==> config.mk <==
export PLATFORM = sky130hd
export DESIGN_NAME = vco_adc_ctrl_flat
export DESIGN_NICKNAME = d
export VERILOG_FILES = /design/src/rtl/vco_ctrl_pkg.sv /design/src/rtl/vco_adc_ctrl_if.sv /design/src/rtl/vco_gray2bin.sv /design/src/rtl/vco_adc_ctrl.sv /design/src/flat_wrapper.sv
export SDC_FILE = /design/constraint.sdc
export NUM_CORES = 1
export LEC_CHECK = 0
export ABC_CLOCK_PERIOD_IN_PS = 4000
export CORE_MARGIN = 2
export CORE_UTILIZATION = 52
export CTS_CLUSTER_DIAMETER = 60
export CTS_CLUSTER_SIZE = 14
export DETAILED_ROUTE_END_ITERATION = 8
export PLACE_DENSITY = 0.73
export SETUP_SLACK_MARGIN = 0.2
export SYNTH_ARGS = -nofsm -noshare
export SYNTH_HDL_FRONTEND = slang
export SYNTH_SLANG_ARGS = --single-unit
==> constraint.sdc <==
create_clock -name clk -period 4 [get_ports clk]
set_input_delay 1 -clock clk [delete_from_list [all_inputs] [get_ports clk]]
set_output_delay 1 -clock clk [all_outputs]
set_load 0.02 [all_outputs]
==> src/rtl/vco_ctrl_pkg.sv <==
`default_nettype none
// ============================================================================
// Module      : vco_ctrl_pkg
// Description : Shared definitions for the VCO-based ADC sequencing
//               controller: controller state encoding and the default
//               values of the top-level parameters.
// Revision    : 1.0 - initial release
// ============================================================================
package vco_ctrl_pkg;

  localparam int c_phase_width   = 11;  // VCO phase word width
  localparam int c_osr_width     = 10;  // oversampling-count width
  localparam int c_settle_cycles = 4;   // VCO settle time in clk cycles

  typedef enum logic [1:0] {
    ST_IDLE   = 2'd0,
    ST_SETTLE = 2'd1,
    ST_PRIME  = 2'd2,
    ST_ACCUM  = 2'd3
  } state_t;

endpackage
`default_nettype wire

==> src/rtl/vco_adc_ctrl_if.sv <==
`default_nettype none
// ============================================================================
// Module      : vco_adc_ctrl_if
// Description : Control, VCO and result-handshake signals of vco_adc_ctrl.
//               The 'master' modport is the controller side, the 'slave'
//               modport is the SoC / VCO environment side.
// Signals     : start, stop, cont, osr   - conversion control
//               p, vco_enb               - VCO phase word / active-low enable
//               busy                     - controller not idle
//               data, data_valid,
//               data_ready               - result valid/ready handshake
//               overrun                  - sticky result-overwrite flag
// Revision    : 1.0 - initial release
// ============================================================================
interface vco_adc_ctrl_if
  import vco_ctrl_pkg::*;
#(
  parameter int PHASE_WIDTH = c_phase_width,
  parameter int OSR_WIDTH   = c_osr_width
) ();

  localparam int ACC_WIDTH = PHASE_WIDTH + OSR_WIDTH;

  logic                   start;
  logic                   stop;
  logic                   cont;
  logic [OSR_WIDTH-1:0]   osr;
  logic [PHASE_WIDTH-1:0] p;
  logic                   vco_enb;
  logic                   busy;
  logic [ACC_WIDTH-1:0]   data;
  logic                   data_valid;
  logic                   data_ready;
  logic                   overrun;

  modport master (
    input  start, stop, cont, osr, p, data_ready,
    output vco_enb, busy, data, data_valid, overrun
  );

  modport slave (
    output start, stop, cont, osr, p, data_ready,
    input  vco_enb, busy, data, data_valid, overrun
  );

endinterface
`default_nettype wire

==> src/rtl/vco_gray2bin.sv <==
`default_nettype none
// ============================================================================
// Module      : vco_gray2bin
// Description : Combinational Gray-to-binary converter. Each binary bit is
//               the XOR of all Gray bits at or above its position.
// Ports       : gray - Gray-coded input word
//               bin  - equivalent binary word
// Revision    : 1.0 - initial release
// ============================================================================
module vco_gray2bin #(
  parameter int WIDTH = 11
) (
  input  logic [WIDTH-1:0] gray,
  output logic [WIDTH-1:0] bin
);

  for (genvar i = 0; i < WIDTH; i++) begin : g_bit
    assign bin[i] = ^(gray >> i);
  end

endmodule
`default_nettype wire

==> src/rtl/vco_adc_ctrl.sv <==
`default_nettype none
// ============================================================================
// Module      : vco_adc_ctrl
// Description : Sequencing controller for a VCO-based ADC front end. Enables
//               the VCO (active-low), waits SETTLE_CYCLES, primes the phase
//               reference, then accumulates modulo-2^PHASE_WIDTH phase
//               differences over N = osr (0 treated as 1) cycles and presents
//               the sum on a valid/ready interface. Single-shot or
//               continuous operation; stop aborts from any state.
// Ports       : clk  - system clock
//               rst  - asynchronous active-high reset
//               bus  - vco_adc_ctrl_if.master (control, VCO, result)
// Options     : VCO_CTRL_GRAY_EN - when defined, p is Gray-coded and is
//               converted to binary ahead of the input register.
// Revision    : 1.0 - initial release
// ============================================================================
module vco_adc_ctrl
  import vco_ctrl_pkg::*;
#(
  parameter int PHASE_WIDTH   = c_phase_width,
  parameter int OSR_WIDTH     = c_osr_width,
  parameter int SETTLE_CYCLES = c_settle_cycles
) (
  input  logic           clk,
  input  logic           rst,
  vco_adc_ctrl_if.master bus
);

  localparam int ACC_WIDTH = PHASE_WIDTH + OSR_WIDTH;
  localparam int SW        = $clog2(SETTLE_CYCLES + 1);
  localparam logic [SW-1:0] c_settle_last = SW'(SETTLE_CYCLES - 1);

  state_t                 r_state;
  state_t                 w_next;
  logic [PHASE_WIDTH-1:0] w_p_bin;
  logic [PHASE_WIDTH-1:0] r_p_q;
  logic [PHASE_WIDTH-1:0] r_prev;
  logic [PHASE_WIDTH-1:0] w_diff;
  logic [ACC_WIDTH-1:0]   r_acc;
  logic [ACC_WIDTH-1:0]   w_sum;
  logic [ACC_WIDTH-1:0]   r_data;
  logic [OSR_WIDTH-1:0]   r_n;
  logic [OSR_WIDTH-1:0]   r_cnt;
  logic [SW-1:0]          r_settle;
  logic                   r_cont;
  logic                   r_valid;
  logic                   r_overrun;
  logic                   w_accept;
  logic                   w_settle_done;
  logic                   w_last;
  logic                   w_result;

  // --------------------------------------------------------------------------
  // Phase input decode (no added latency: conversion sits before r_p_q)
  // --------------------------------------------------------------------------
`ifdef VCO_CTRL_GRAY_EN
  vco_gray2bin #(
    .WIDTH (PHASE_WIDTH)
  ) u_gray2bin (
    .gray (bus.p),
    .bin  (w_p_bin)
  );
`else
  assign w_p_bin = bus.p;
`endif

  // --------------------------------------------------------------------------
  // Control decode
  // --------------------------------------------------------------------------
  assign w_accept      = (r_state == ST_IDLE) && bus.start && !bus.stop;
  assign w_settle_done = (r_settle == c_settle_last);
  assign w_last        = ((r_cnt + OSR_WIDTH'(1)) == r_n);
  // A completed window is discarded when stop arrives on the same cycle.
  assign w_result      = (r_state == ST_ACCUM) && w_last && !bus.stop;

  // Wrapping subtraction gives the unsigned phase advance across a wrap.
  assign w_diff = r_p_q - r_prev;
  assign w_sum  = r_acc + {{OSR_WIDTH{1'b0}}, w_diff};

  // --------------------------------------------------------------------------
  // State machine
  // --------------------------------------------------------------------------
  always_ff @(posedge clk or posedge rst) begin
    if (rst) begin
      r_state <= ST_IDLE;
    end else begin
      r_state <= w_next;
    end
  end

  always_comb begin
    w_next      = r_state;
    bus.vco_enb = 1'b1;
    bus.busy    = 1'b1;
    case (r_state)
      ST_IDLE: begin
        bus.busy = 1'b0;
        if (w_accept) w_next = ST_SETTLE;
      end
      ST_SETTLE: begin
        bus.vco_enb = 1'b0;
        if (w_settle_done) w_next = ST_PRIME;
      end
      ST_PRIME: begin
        bus.vco_enb = 1'b0;
        w_next      = ST_ACCUM;
      end
      ST_ACCUM: begin
        bus.vco_enb = 1'b0;
        if (w_last && !r_cont) w_next = ST_IDLE;
      end
      default: w_next = ST_IDLE;
    endcase
    if (bus.stop) w_next = ST_IDLE;
  end

  // --------------------------------------------------------------------------
  // Datapath and result handshake
  // --------------------------------------------------------------------------
  always_ff @(posedge clk or posedge rst) begin
    if (rst) begin
      r_p_q     <= '0;
      r_prev    <= '0;
      r_acc     <= '0;
      r_cnt     <= '0;
      r_n       <= OSR_WIDTH'(1);
      r_settle  <= '0;
      r_cont    <= 1'b0;
      r_data    <= '0;
      r_valid   <= 1'b0;
      r_overrun <= 1'b0;
    end else begin
      r_p_q <= w_p_bin;

      case (r_state)
        ST_IDLE: begin
          r_acc    <= '0;
          r_cnt    <= '0;
          r_settle <= '0;
          if (w_accept) begin
            r_n    <= (bus.osr == '0) ? OSR_WIDTH'(1) : bus.osr;
            r_cont <= bus.cont;
          end
        end
        ST_SETTLE: r_settle <= r_settle + SW'(1);
        ST_PRIME:  r_prev   <= r_p_q;
        ST_ACCUM: begin
          r_prev <= r_p_q;
          // Window complete: restart from zero; prev keeps chaining so the
          // next window in continuous mode loses no phase.
          if (w_last) begin
            r_acc <= '0;
            r_cnt <= '0;
          end else begin
            r_acc <= w_sum;
            r_cnt <= r_cnt + OSR_WIDTH'(1);
          end
        end
        default: ;
      endcase

      if (bus.stop) begin
        r_acc    <= '0;
        r_cnt    <= '0;
        r_settle <= '0;
      end

      if (w_accept) r_overrun <= 1'b0;

      // A new result wins over a same-edge transfer; overrun only when the
      // held result was never taken.
      if (w_result) begin
        r_data  <= w_sum;
        r_valid <= 1'b1;
        if (r_valid && !bus.data_ready) r_overrun <= 1'b1;
      end else if (r_valid && bus.data_ready) begin
        r_valid <= 1'b0;
      end
    end
  end

  assign bus.data       = r_data;
  assign bus.data_valid = r_valid;
  assign bus.overrun    = r_overrun;

endmodule
`default_nettype wire

==> src/flat_wrapper.sv <==
// flat-port wrapper written by rule: the top's interface ports become plain ports
module vco_adc_ctrl_flat import vco_ctrl_pkg::*;
#(
  parameter int PHASE_WIDTH   = c_phase_width,
  parameter int OSR_WIDTH     = c_osr_width,
  parameter int SETTLE_CYCLES = c_settle_cycles
)
  (clk, rst, bus_start, bus_stop, bus_cont, bus_osr, bus_p, bus_data_ready, bus_vco_enb, bus_busy, bus_data, bus_data_valid, bus_overrun);
  vco_adc_ctrl_if #(.PHASE_WIDTH(PHASE_WIDTH), .OSR_WIDTH(OSR_WIDTH)) bus_i ();
  input  logic clk;
  input  logic rst;
  input wire logic [$bits(bus_i.start)-1:0] bus_start;
  input wire logic [$bits(bus_i.stop)-1:0] bus_stop;
  input wire logic [$bits(bus_i.cont)-1:0] bus_cont;
  input wire logic [$bits(bus_i.osr)-1:0] bus_osr;
  input wire logic [$bits(bus_i.p)-1:0] bus_p;
  input wire logic [$bits(bus_i.data_ready)-1:0] bus_data_ready;
  output wire logic [$bits(bus_i.vco_enb)-1:0] bus_vco_enb;
  output wire logic [$bits(bus_i.busy)-1:0] bus_busy;
  output wire logic [$bits(bus_i.data)-1:0] bus_data;
  output wire logic [$bits(bus_i.data_valid)-1:0] bus_data_valid;
  output wire logic [$bits(bus_i.overrun)-1:0] bus_overrun;
  assign bus_i.start = bus_start;
  assign bus_i.stop = bus_stop;
  assign bus_i.cont = bus_cont;
  assign bus_i.osr = bus_osr;
  assign bus_i.p = bus_p;
  assign bus_i.data_ready = bus_data_ready;
  assign bus_vco_enb = bus_i.vco_enb;
  assign bus_busy = bus_i.busy;
  assign bus_data = bus_i.data;
  assign bus_data_valid = bus_i.data_valid;
  assign bus_overrun = bus_i.overrun;
  vco_adc_ctrl #(.PHASE_WIDTH(PHASE_WIDTH), .OSR_WIDTH(OSR_WIDTH), .SETTLE_CYCLES(SETTLE_CYCLES)) u_core (.clk(clk), .rst(rst), .bus(bus_i));
endmodule
# After elaboration in Yosys (flattened, before gate mapping)
# Cells that the tools add are included.
word_totals:
  regBits: 92
  inputBits: 27
  out_inout_bits: 25
  word_cells: 63
op_classes:
  add_sub_neg: 4
  eq_ne: 8
  mux: 21
  n_reduce_logical: 19
op_table:
  columns: ["cell", "n"]
  rows:
  - ["$mux W21", 2]
  - ["$pmux W21 S2", 1]
  - ["$mux W10", 3]
  - ["$add A21 B11 Y21", 1]
  - ["$pmux W10 S2", 1]
  - ["$sub A11 B11 Y11", 1]
  - ["$add A10 B1 Y10 const B", 1]
  - ["$eq A10 B10 Y1", 1]
  - ["$logic_not A10 Y1", 1]
  - ["$mux W2", 4]
  - ["$pmux W2 S4", 1]
  - ["$logic_and A1 B1 Y1", 7]
  - ["$mux W1", 7]
  - ["$ne A3 B2 Y1 const B", 2]
  - ["$pmux W3 S2", 1]
  - ["$reduce_bool A3 Y1", 2]
  - ["$eq A2 B2 Y1 const B", 2]
  - ["$add A3 B1 Y3 const B", 1]
  - ["$eq A3 B2 Y1 const B", 1]
  - ["$logic_not A1 Y1", 3]
  - ["$mux W3", 1]
  - ["$ne A3 B3 Y1 const B", 1]
  - ["$reduce_and A3 Y1", 1]
  - ["$reduce_or A3 Y1", 1]
  - ["other kinds (5)", 5]

# Depth between registers and ports, before layout
# Gate-level depths: netlist (run 1).
depth:
  depth_word: 6
  ltp_mapped: 18

# Worst setup path after synthesis (run 1)
# Ideal clock, no wire load.
synth_path:
  path_kind: "flip-flop to flip-flop"
  startpoint: "reg u_core.r_p_q[0]"
  endpoint: "reg u_core.r_data[17], in the netlist u_core.bus.data[17]"
  setup_ns: 0.125
  arrival_ns: 3.844
  setup_slack_ns: 0.032
  stages_incl_launch_ff: 19
  path_buffers: 0
  synth_period_minus_slack_ns: 3.968
  path_cell_list: "dfrtp_1 > inv_1 > ha_1 > inv_1 > fa_1 > a21o_1 > a21oi_1 > nor2b_1 > o21a_1 > o41ai_1 > xnor2_1 > ha_1 > a21o_1 > a21oi_1 > nor2b_1 > a311oi_2 > nor3b_1 > xor2_1 > mux2_2"
synth_via:
  elab_chain_cells: 2
synth_lines:
  columns: ["item", "line", "text"]
  rows:
  - ["start: declaration", "vco_adc_ctrl.sv:36", "logic [PHASE_WIDTH-1:0] r_p_q;"]
  - ["start signal: assignment", "vco_adc_ctrl.sv:133", "r_p_q <= w_p_bin;"]
  - ["$sub A11 B11 Y11", "vco_adc_ctrl.sv:77", "assign w_diff = r_p_q - r_prev;"]
  - ["$add A21 B11 Y21", "vco_adc_ctrl.sv:78", "assign w_sum = r_acc + {{OSR_WIDTH{1'b0}}, w_diff};"]
  - ["end signal: assignment", "vco_adc_ctrl.sv:173", "r_data <= w_sum;"]
  - ["end: declaration", "vco_adc_ctrl.sv:41", "logic [ACC_WIDTH-1:0] r_data;"]
# Every way passes these cells.
# A chain may end at the register's enable or synchronous reset.

# Worst setup path after layout (run 1)
layout_path:
  startpoint: "reg u_core.r_p_q[0]"
  endpoint: "reg u_core.r_data[19], in the netlist u_core.bus.data[19]"
# The elaborated chain is that of the path after synthesis.

==> out/results.ini, run 1 <==
[place]
dpl.cell_count = 660
port_buffers = 51
hpwl_mm = 7.444
place.gp.congestion = 0.8450

[job]
drv_cap = 0

[sta]
fin_crit_ns = 3.798
timing.final.crit_share_pct = 94.96
final_hold_viol_count = 0
worst_pin_slew_ns = 1.012
skew_ns = 0.01050
rsz0062_at_grt = yes
max_freq_ghz = 0.2633
finalSetupTns_ns = 0
slew-limit-headroom_pct = 32.28
setup-violations-final = 0
drv_slew = 0
timing.hold.ws_ns = 0.5080

[worst_setup_path]
cp.required_ns = 4.24
r2r-start = u_core.r_p_q[0]$_DFF_PP0_
worstPathArrival_ns = 4.04
r2r_setup_slack_ns = 0.20
crit_type = register to register
cp-start-kind = register
critical_path.max_fanout = 5
end_kind = register
r2r_end = u_core.bus.data[19]$_DFFE_PP0P_
r2r_cells = 20

[detailed_routing]
wire_per_inst_um = 15.41
met1_length_mm = 4.693
drt-initial-drc-count = 109
top_layer = met4
drt.antenna.violating_nets = 0
via_count = 3866
route.met3.wl_um = 491
drt_pass1_iterations = 5
drc_errors = 0
wl_mm = 10.53
via_per_inst = 5.660
route.met2.wl_mm = 5.096

[min_path]
min_path_type = register to register
hold_start = u_core.r_prev[2]$_DFFE_PP0P_
hold_path_depth = 1
min_to = u_core.r_prev[2]$_DFFE_PP0P_

[cts]
postCtsHoldBufs = 0
clkSlewWorstSetupHoldPaths_ns = 0.08
h-tree-depth = 3
cts_buffer_depth = 2
insertion_delay_ns = 0.36
clock_sinks = 92
clock-root-buffer = clkbuf_8
cts_tree = built
cts_buffers = 9

[global_route]
grt_use_total_pct = 19.74
grt_pass1_wl_mm = 17.50
grt_max_degree = 55
antenna_found_initial = 0
grt_pass1_vias = 3877
globalRouteOverflowTotal = 0

[synth]
yosysSeqAreaShare_pct = 44.41
synth_area_leaders = dfrtp_1 (44%), mux2_2 (8.5%), ha_1 (7.5%)
yosys-top-cells-count = dfrtp_1 (91), mux2_2 (39), inv_1 (33), ha_1 (31), a21oi_1 (23)
synth.distinct_cells = 61
syn_area_sq_um = 5186
syn_area_per_cell_sq_um = 10.78
ys_async_sr_fraction_pct = 100.0
netlist_instances = 481
synth_fp_nets = 541
ys.flop_type = dfrtp_1
ys_warn_count = 0
synth_edf_count = 0
synth_top_area_cell = dfrtp_1
ys_ff_latch = 92
synth_most_common_cell = dfrtp_1
synth.top_cell.area_share_pct = 43.91

[layout]
nNetsFinal = 605
syn2layout_area_growth_pct = 20.87
num_antenna_cells = 0
drive_gt1_share_pct = 19.82
stdcell_count = 683

[power_and_ir_drop]
ir_drop_uv = 379.8
cellPowerDensity_nw_per_um2 = 553.7
power_leakage_nw = 2.867

[die]
core-area_sq_um = 9729
ioPinCount = 52
initial_core_util_pct = 53.31
rows = 36
die_height_um = 103.9
die-area_sq_um = 10790
die_w_um = 103.9

[run_status]
status = completed

==> where the power goes <==
group	switching, mW	internal, mW
Clock	0.318	0.306
Sequential	0.108	1.07
Combinational	0.896	0.770
Total	1.32	2.15
==> worst max-delay path, stage by stage, from the launching register on <==
cell and delay [ns]:
dfrtp_1 0.38, inv_2 0.07, ha_4 0.13, inv_2 0.03, fa_2 0.33, a21o_1 0.18
a21oi_2 0.15, nor2b_1 0.06, o21a_1 0.21, nor2_2 0.11, xnor2_1 0.14, ha_1 0.27
a2111o_1 0.38, a21oi_2 0.11, a211oi_1 0.06, buf_4 0.15, a311oi_4 0.25, buf_6 0.17
nor3b_2 0.06, xor2_1 0.17, mux2_4 0.28
==> metal layers <==
layer  vias to the layer above  global-route usage [%]
met1                      1899                   24.47
met5                         -                       0
met3                        26                   4.825
li1                       1849                       -
met4                         0                   8.205
met2                        92                   33.08
==> final cells by class <==
| class | instances | area (sq um) |
|---|---|---|
| Timing Repair Buffer | 68 | 654.4 |
| Clock buffer | 12 | 145.1 |
| Multi-Input combinational cell | 341 | 2825 |
| Inverter | 33 | 125.1 |
| Fill cell | 808 | 3461 |
| Tap cell | 133 | 166.4 |
| Sequential cell | 92 | 2303 |
| Clock inverter | 4 | 48.80 |
==> registers in the layout, summed over array words and instances (netlist names), 2 cells and up <==
register,flops
u_core.bus.data,21
u_core.r_acc,21
u_core.r_p_q,11
u_core.r_prev,11
u_core.r_cnt,10
u_core.r_n,10
u_core.r_settle,3
u_core.r_state,2
==> cells by family after synthesis <==
family	synth area share, %
XOR/XNOR	6.080
buffers and inverters	3.956
flip-flops	44.41
adder cells (fa/ha/maj)	8.251
AND/OR/NAND/NOR	13.51
AO/OA/AOI/OAI	13.97
multiplexers	9.819
==> stage by stage <==
stage / utilization (%) / power, mW / setup slack (ns) / instance area, sq um
4_1_cts: 63.57 / 3.433 / 0.1786 / 6185
5_1_grt: 64.43 / 3.712 / 0.03217 / 6269
3_5_place_dp: 60.83 / 2.739 / -0.001647 / 5918
2_1_floorplan: - / 2.371 / 0.3000 / 5226
3_3_place_gp: 60.83 / 2.675 / 0.1654 / 5918
6_report: 64.43 / 3.471 / 0.2016 / 6269
==> timing repair <==
action                                  4_1_cts  5_1_grt
buffers inserted                              5        2
gates resized for setup                       7       18
endpoints found under the setup margin       17       22
gates cloned                                  0        0
pin swaps                                     7        7
==> how the worst max path moves through the flow <==
stage	from	endpoint	cells past startpoint
after floorplan	u_core.r_p_q[0]$_DFF_PP0_	u_core.bus.data[13]$_DFFE_PP0P_	18
after global routing	u_core.r_p_q[0]$_DFF_PP0_	u_core.bus.data[19]$_DFFE_PP0P_	20
final	u_core.r_p_q[0]$_DFF_PP0_	u_core.bus.data[19]$_DFFE_PP0P_	20
after CTS	u_core.r_p_q[0]$_DFF_PP0_	u_core.bus.data[17]$_DFFE_PP0P_	20
after global placement	u_core.r_p_q[0]$_DFF_PP0_	u_core.bus.data[13]$_DFFE_PP0P_	17
after detailed placement	u_core.r_p_q[0]$_DFF_PP0_	u_core.bus.data[19]$_DFFE_PP0P_	18
==> cells in the final DEF, fill, tap and decap left out, drive strengths merged, types with 2 or more instances in the layout <==
cell / netlist / routed
dfrtp: 91 / 91
clkdlybuf4s50: 0 / 51
mux2: 39 / 39
inv: 33 / 32
ha: 31 / 31
a21oi: 24 / 24
nor2: 22 / 22
o21ai: 22 / 22
xnor2: 20 / 20
buf: 9 / 17
xor2: 16 / 16
nand2: 16 / 16
a22o: 12 / 12
a21o: 12 / 12
clkbuf: 6 / 12
nand3: 11 / 11
nor3: 10 / 10
nor2b: 9 / 9
and3: 9 / 9
or3: 9 / 9
nor4: 8 / 8
nor3b: 8 / 8
mux2i: 7 / 7
nand2b: 6 / 6
o21a: 5 / 5
nand4: 5 / 5
clkinv: 0 / 4
or4: 4 / 4
a211oi: 3 / 3
a31oi: 3 / 3
o22ai: 3 / 3
or2: 3 / 3
o31ai: 3 / 3
o211ai: 2 / 2
a21boi: 2 / 2
a211o: 2 / 2
o21bai: 2 / 2
o311ai: 2 / 2
fa: 2 / 2
(Power assumes the default switching activity.)
==> inputs of run 2 (changes only) <==
--- a/config.mk
+++ b/config.mk
@@ -8,11 +8,12 @@
 export ABC_CLOCK_PERIOD_IN_PS = 4000
 export CORE_MARGIN = 2
 export CORE_UTILIZATION = 52
-export CTS_CLUSTER_DIAMETER = 60
 export CTS_CLUSTER_SIZE = 14
 export DETAILED_ROUTE_END_ITERATION = 8
+export HOLD_SLACK_MARGIN = 0.02
 export PLACE_DENSITY = 0.73
 export SETUP_SLACK_MARGIN = 0.2
+export SKIP_CTS_REPAIR_TIMING = 1
 export SYNTH_ARGS = -nofsm -noshare
 export SYNTH_HDL_FRONTEND = slang
 export SYNTH_SLANG_ARGS = --single-unit
==> run 2 against run 1 <==
Via count is 0.31% higher. Global-route usage is 0.12 points lower. Cell count is 0.15% higher. Non-clock buffer count is 1 higher. Core utilization is 0.81 points higher.
==> out/results.ini, run 2 (synthesis gave the netlist of run 1 again) <==
[run_status]
status = completed

[detailed_routing]
drt_pass1_iterations = 5  ; unchanged
drc_errors = 0  ; unchanged
wl_mm = 10.71  ; +1.8%
via_per_inst = 5.670  ; +0.16%
via_count = 3878  ; +0.31%
drt.antenna.violating_nets = 0  ; unchanged
drt-initial-drc-count = 100  ; -8.3%
wire_per_inst_um = 15.66  ; +1.6%

[worst_setup_path]
worstPathArrival_ns = 4.11  ; +0.07 ns
cpMaxStageDelayCell = dfrtp_1
cp_cell_sequence = inv_2 -> ha_4 -> inv_2 -> fa_2 -> a21o_1 -> a21oi_2 -> nor2b_1 -> o21a_1 -> o41ai_4 -> xnor2_1 -> ha_2 -> a21o_1 -> a21oi_1 -> nor2b_1 -> a311oi_4 -> buf_6 -> nor3b_4 -> xor2_1 -> mux2_4
end_kind = register
r2r-start = u_core.r_p_q[0]$_DFF_PP0_
cp.required_ns = 4.24  ; about the same
cp_num_buf_inv = 3  ; -1
slowest_delay_ns = 0.38  ; about the same
crit_family = compound AO/OA/AOI/OAI gates
crit_type = register to register
critPathLaunch = u_core.r_p_q[0]$_DFF_PP0_
cp-start-kind = register
critical_path.max_fanout = 5  ; unchanged

[global_route]
grt_pass1_vias = 3829  ; -1.2%
grt_pass1_wl_mm = 17.40  ; -0.55%
globalRouteOverflowTotal = 0  ; unchanged
grt_max_degree = 55  ; unchanged
grt_use_total_pct = 19.62  ; -0.12 points
antenna_found_initial = 0  ; unchanged

[sta]
setup-violations-final = 0  ; unchanged
timing.final.crit_share_pct = 96.55  ; +1.6 points
slew-limit-headroom_pct = 32.62  ; +0.34 points
drv_slew = 0  ; unchanged
final_hold_viol_count = 0  ; unchanged
max_freq_ghz = 0.2589  ; -1.6%
skew_ns = 0.01247  ; +0.001964 ns
worst_pin_slew_ns = 1.007  ; -0.005036 ns
fin_crit_ns = 3.862  ; +0.06363 ns
rsz0062_at_grt = yes

[cts]
clock-root-buffer = clkbuf_8
clkSlewWorstSetupHoldPaths_ns = 0.08  ; about the same
clock_sinks = 92  ; unchanged
cts_tree = built
h-tree-depth = 3  ; unchanged
insertion_delay_ns = 0.37  ; about the same
cts_buffers = 9  ; unchanged
cts_buffer_depth = 2  ; unchanged

[power_and_ir_drop]
seqPwrFrac_pct = 33.8  ; -0.2 points
power_leakage_nw = 2.944  ; +2.7%
switchingPower_mw = 1.336  ; +1.1%
ir_drop_uv = 389.8  ; +2.6%
cellPowerDensity_nw_per_um2 = 550.2  ; -0.64%
intPower_mw = 2.156  ; +0.32%
swShare_pct = 38.25  ; +0.18 points
p_comb_share_pct = 48.3  ; +0.3 points
power_mw = 3.492  ; +0.61%
clkPwrFrac_pct = 17.8  ; -0.2 points

[layout]
nNetsFinal = 606  ; +0.17%
multi_input_area_sq_um = 2893  ; +2.4%
layout_common_cells = dfrtp_1 (91), clkdlybuf4s50_1 (51), mux2_2 (31)
num_antenna_cells = 0  ; unchanged
drive_gt1_share_pct = 21.42  ; +1.6 points
fill_cells = 790  ; -2.2%
final_common_cell = dfrtp_1
ff_latch_area_sq_um = 2303  ; unchanged
stdcell_count = 684  ; +0.15%
postLayoutCoreUtil_pct = 65.24  ; +0.81 points
syn2layout_area_growth_pct = 22.39

[job]
drv_cap = 0  ; unchanged

[place]
port_buffers = 51  ; unchanged
dpl.cell_count = 660  ; unchanged
place.gp.congestion = 0.8450  ; unchanged
hpwl_mm = 7.444  ; unchanged

[die]
ioPinCount = 52  ; unchanged
die_w_um = 103.9  ; unchanged
rows = 36  ; unchanged
core-area_sq_um = 9729  ; unchanged
die_height_um = 103.9  ; unchanged
die-area_sq_um = 10790  ; unchanged
initial_core_util_pct = 53.31  ; unchanged

[min_path]
hold_start = u_core.r_prev[2]$_DFFE_PP0P_
min_path_type = register to register

-- run 2: changes by cell type in the layout (fill, tap and decap cells not counted), moves of 3 or more --
cell	delta
a21oi_1	-3
a21oi_2	+3
mux2_2	-4
mux2_4	+4
-- run 2: final timing paths --
kind | to | slack, ns | depth (start not counted)
worst max-delay path | u_core.bus.data[19]$_DFFE_PP0P_ | 0.14 | 19
min in group asynchronous | u_core.bus.data_valid$_DFFE_PP0P_ | 1.14 | 2
worst min register to register | u_core.r_prev[2]$_DFFE_PP0P_ | 0.51 | 1
worst min-delay path | u_core.r_prev[2]$_DFFE_PP0P_ | 0.51 | 1
max in group asynchronous | u_core.bus.data[15]$_DFFE_PP0P_ | 2.16 | 3
worst max register to register | u_core.bus.data[19]$_DFFE_PP0P_ | 0.14 | 19
-- run 2: per-stage QoR --
stage / hold WS, ns / TNS, ns / setup WS, ns / cell area [sq um]
after detailed placement: 0.4923 / -0.001647 / -0.001647 / 5918
after CTS: 0.5128 / -0.1415 / -0.05545 / 6112
after global routing: 0.5191 / -0.09043 / -0.04976 / 6347
after global placement: 0.4726 / 0 / 0.1654 / 5918
final: 0.5079 / 0 / 0.1379 / 6347
after floorplan: 0.4563 / 0 / 0.3000 / 5226
-- run 2: metal layers --
layer	part of all wire, %	global-route usage [%]	wire length [um]	vias up
li1	-	-	-	1853
met1	44	24.47	4763	1890
met2	49	32.85	5259	111
met3	4.6	4.825	493	24
met4	1.8	7.819	195	0
met5	0	0	0	-
-- run 2: power by group through the flow --
stage	clock network (mW)	logic, mW	registers [mW]
after floorplan	0	1.21	1.16
after global placement	0	1.49	1.19
after detailed placement	0	1.55	1.19
after CTS	0.642	1.55	1.18
after global routing	0.681	1.85	1.20
final	0.623	1.69	1.18
-- run 2: worst register-to-register path: stages, from the launching register on --
cell,delay (ns)
dfrtp_1,0.38
inv_2,0.07
ha_4,0.13
inv_2,0.03
fa_2,0.34
a21o_1,0.18
a21oi_2,0.17
nor2b_1,0.06
o21a_1,0.21
o41ai_4,0.28
xnor2_1,0.18
ha_2,0.33
a21o_1,0.21
a21oi_1,0.17
nor2b_1,0.09
a311oi_4,0.21
buf_6,0.17
nor3b_4,0.06
xor2_1,0.18
mux2_4,0.27
-- run 2: layout make-up --
| cell class | count | share of cell area, % |
|---|---|---|
| clock buffer | 12 | 2.287 |
| multi-input combinational | 341 | 45.57 |
| tap | 133 | 2.622 |
| clock inverter | 4 | 0.7688 |
| sequential | 92 | 36.29 |
| timing repair buffer | 69 | 10.49 |
| inverter | 33 | 1.971 |
==> inputs of run 3 (changes only) <==
--- a/config.mk
+++ b/config.mk
@@ -10,7 +10,6 @@
 export CORE_UTILIZATION = 52
 export CTS_CLUSTER_SIZE = 14
 export DETAILED_ROUTE_END_ITERATION = 8
-export HOLD_SLACK_MARGIN = 0.02
 export PLACE_DENSITY = 0.73
 export SETUP_SLACK_MARGIN = 0.2
 export SKIP_CTS_REPAIR_TIMING = 1
==> results of run 3 <==
The final DEF is identical to that of run 2; final timing and power are the same.
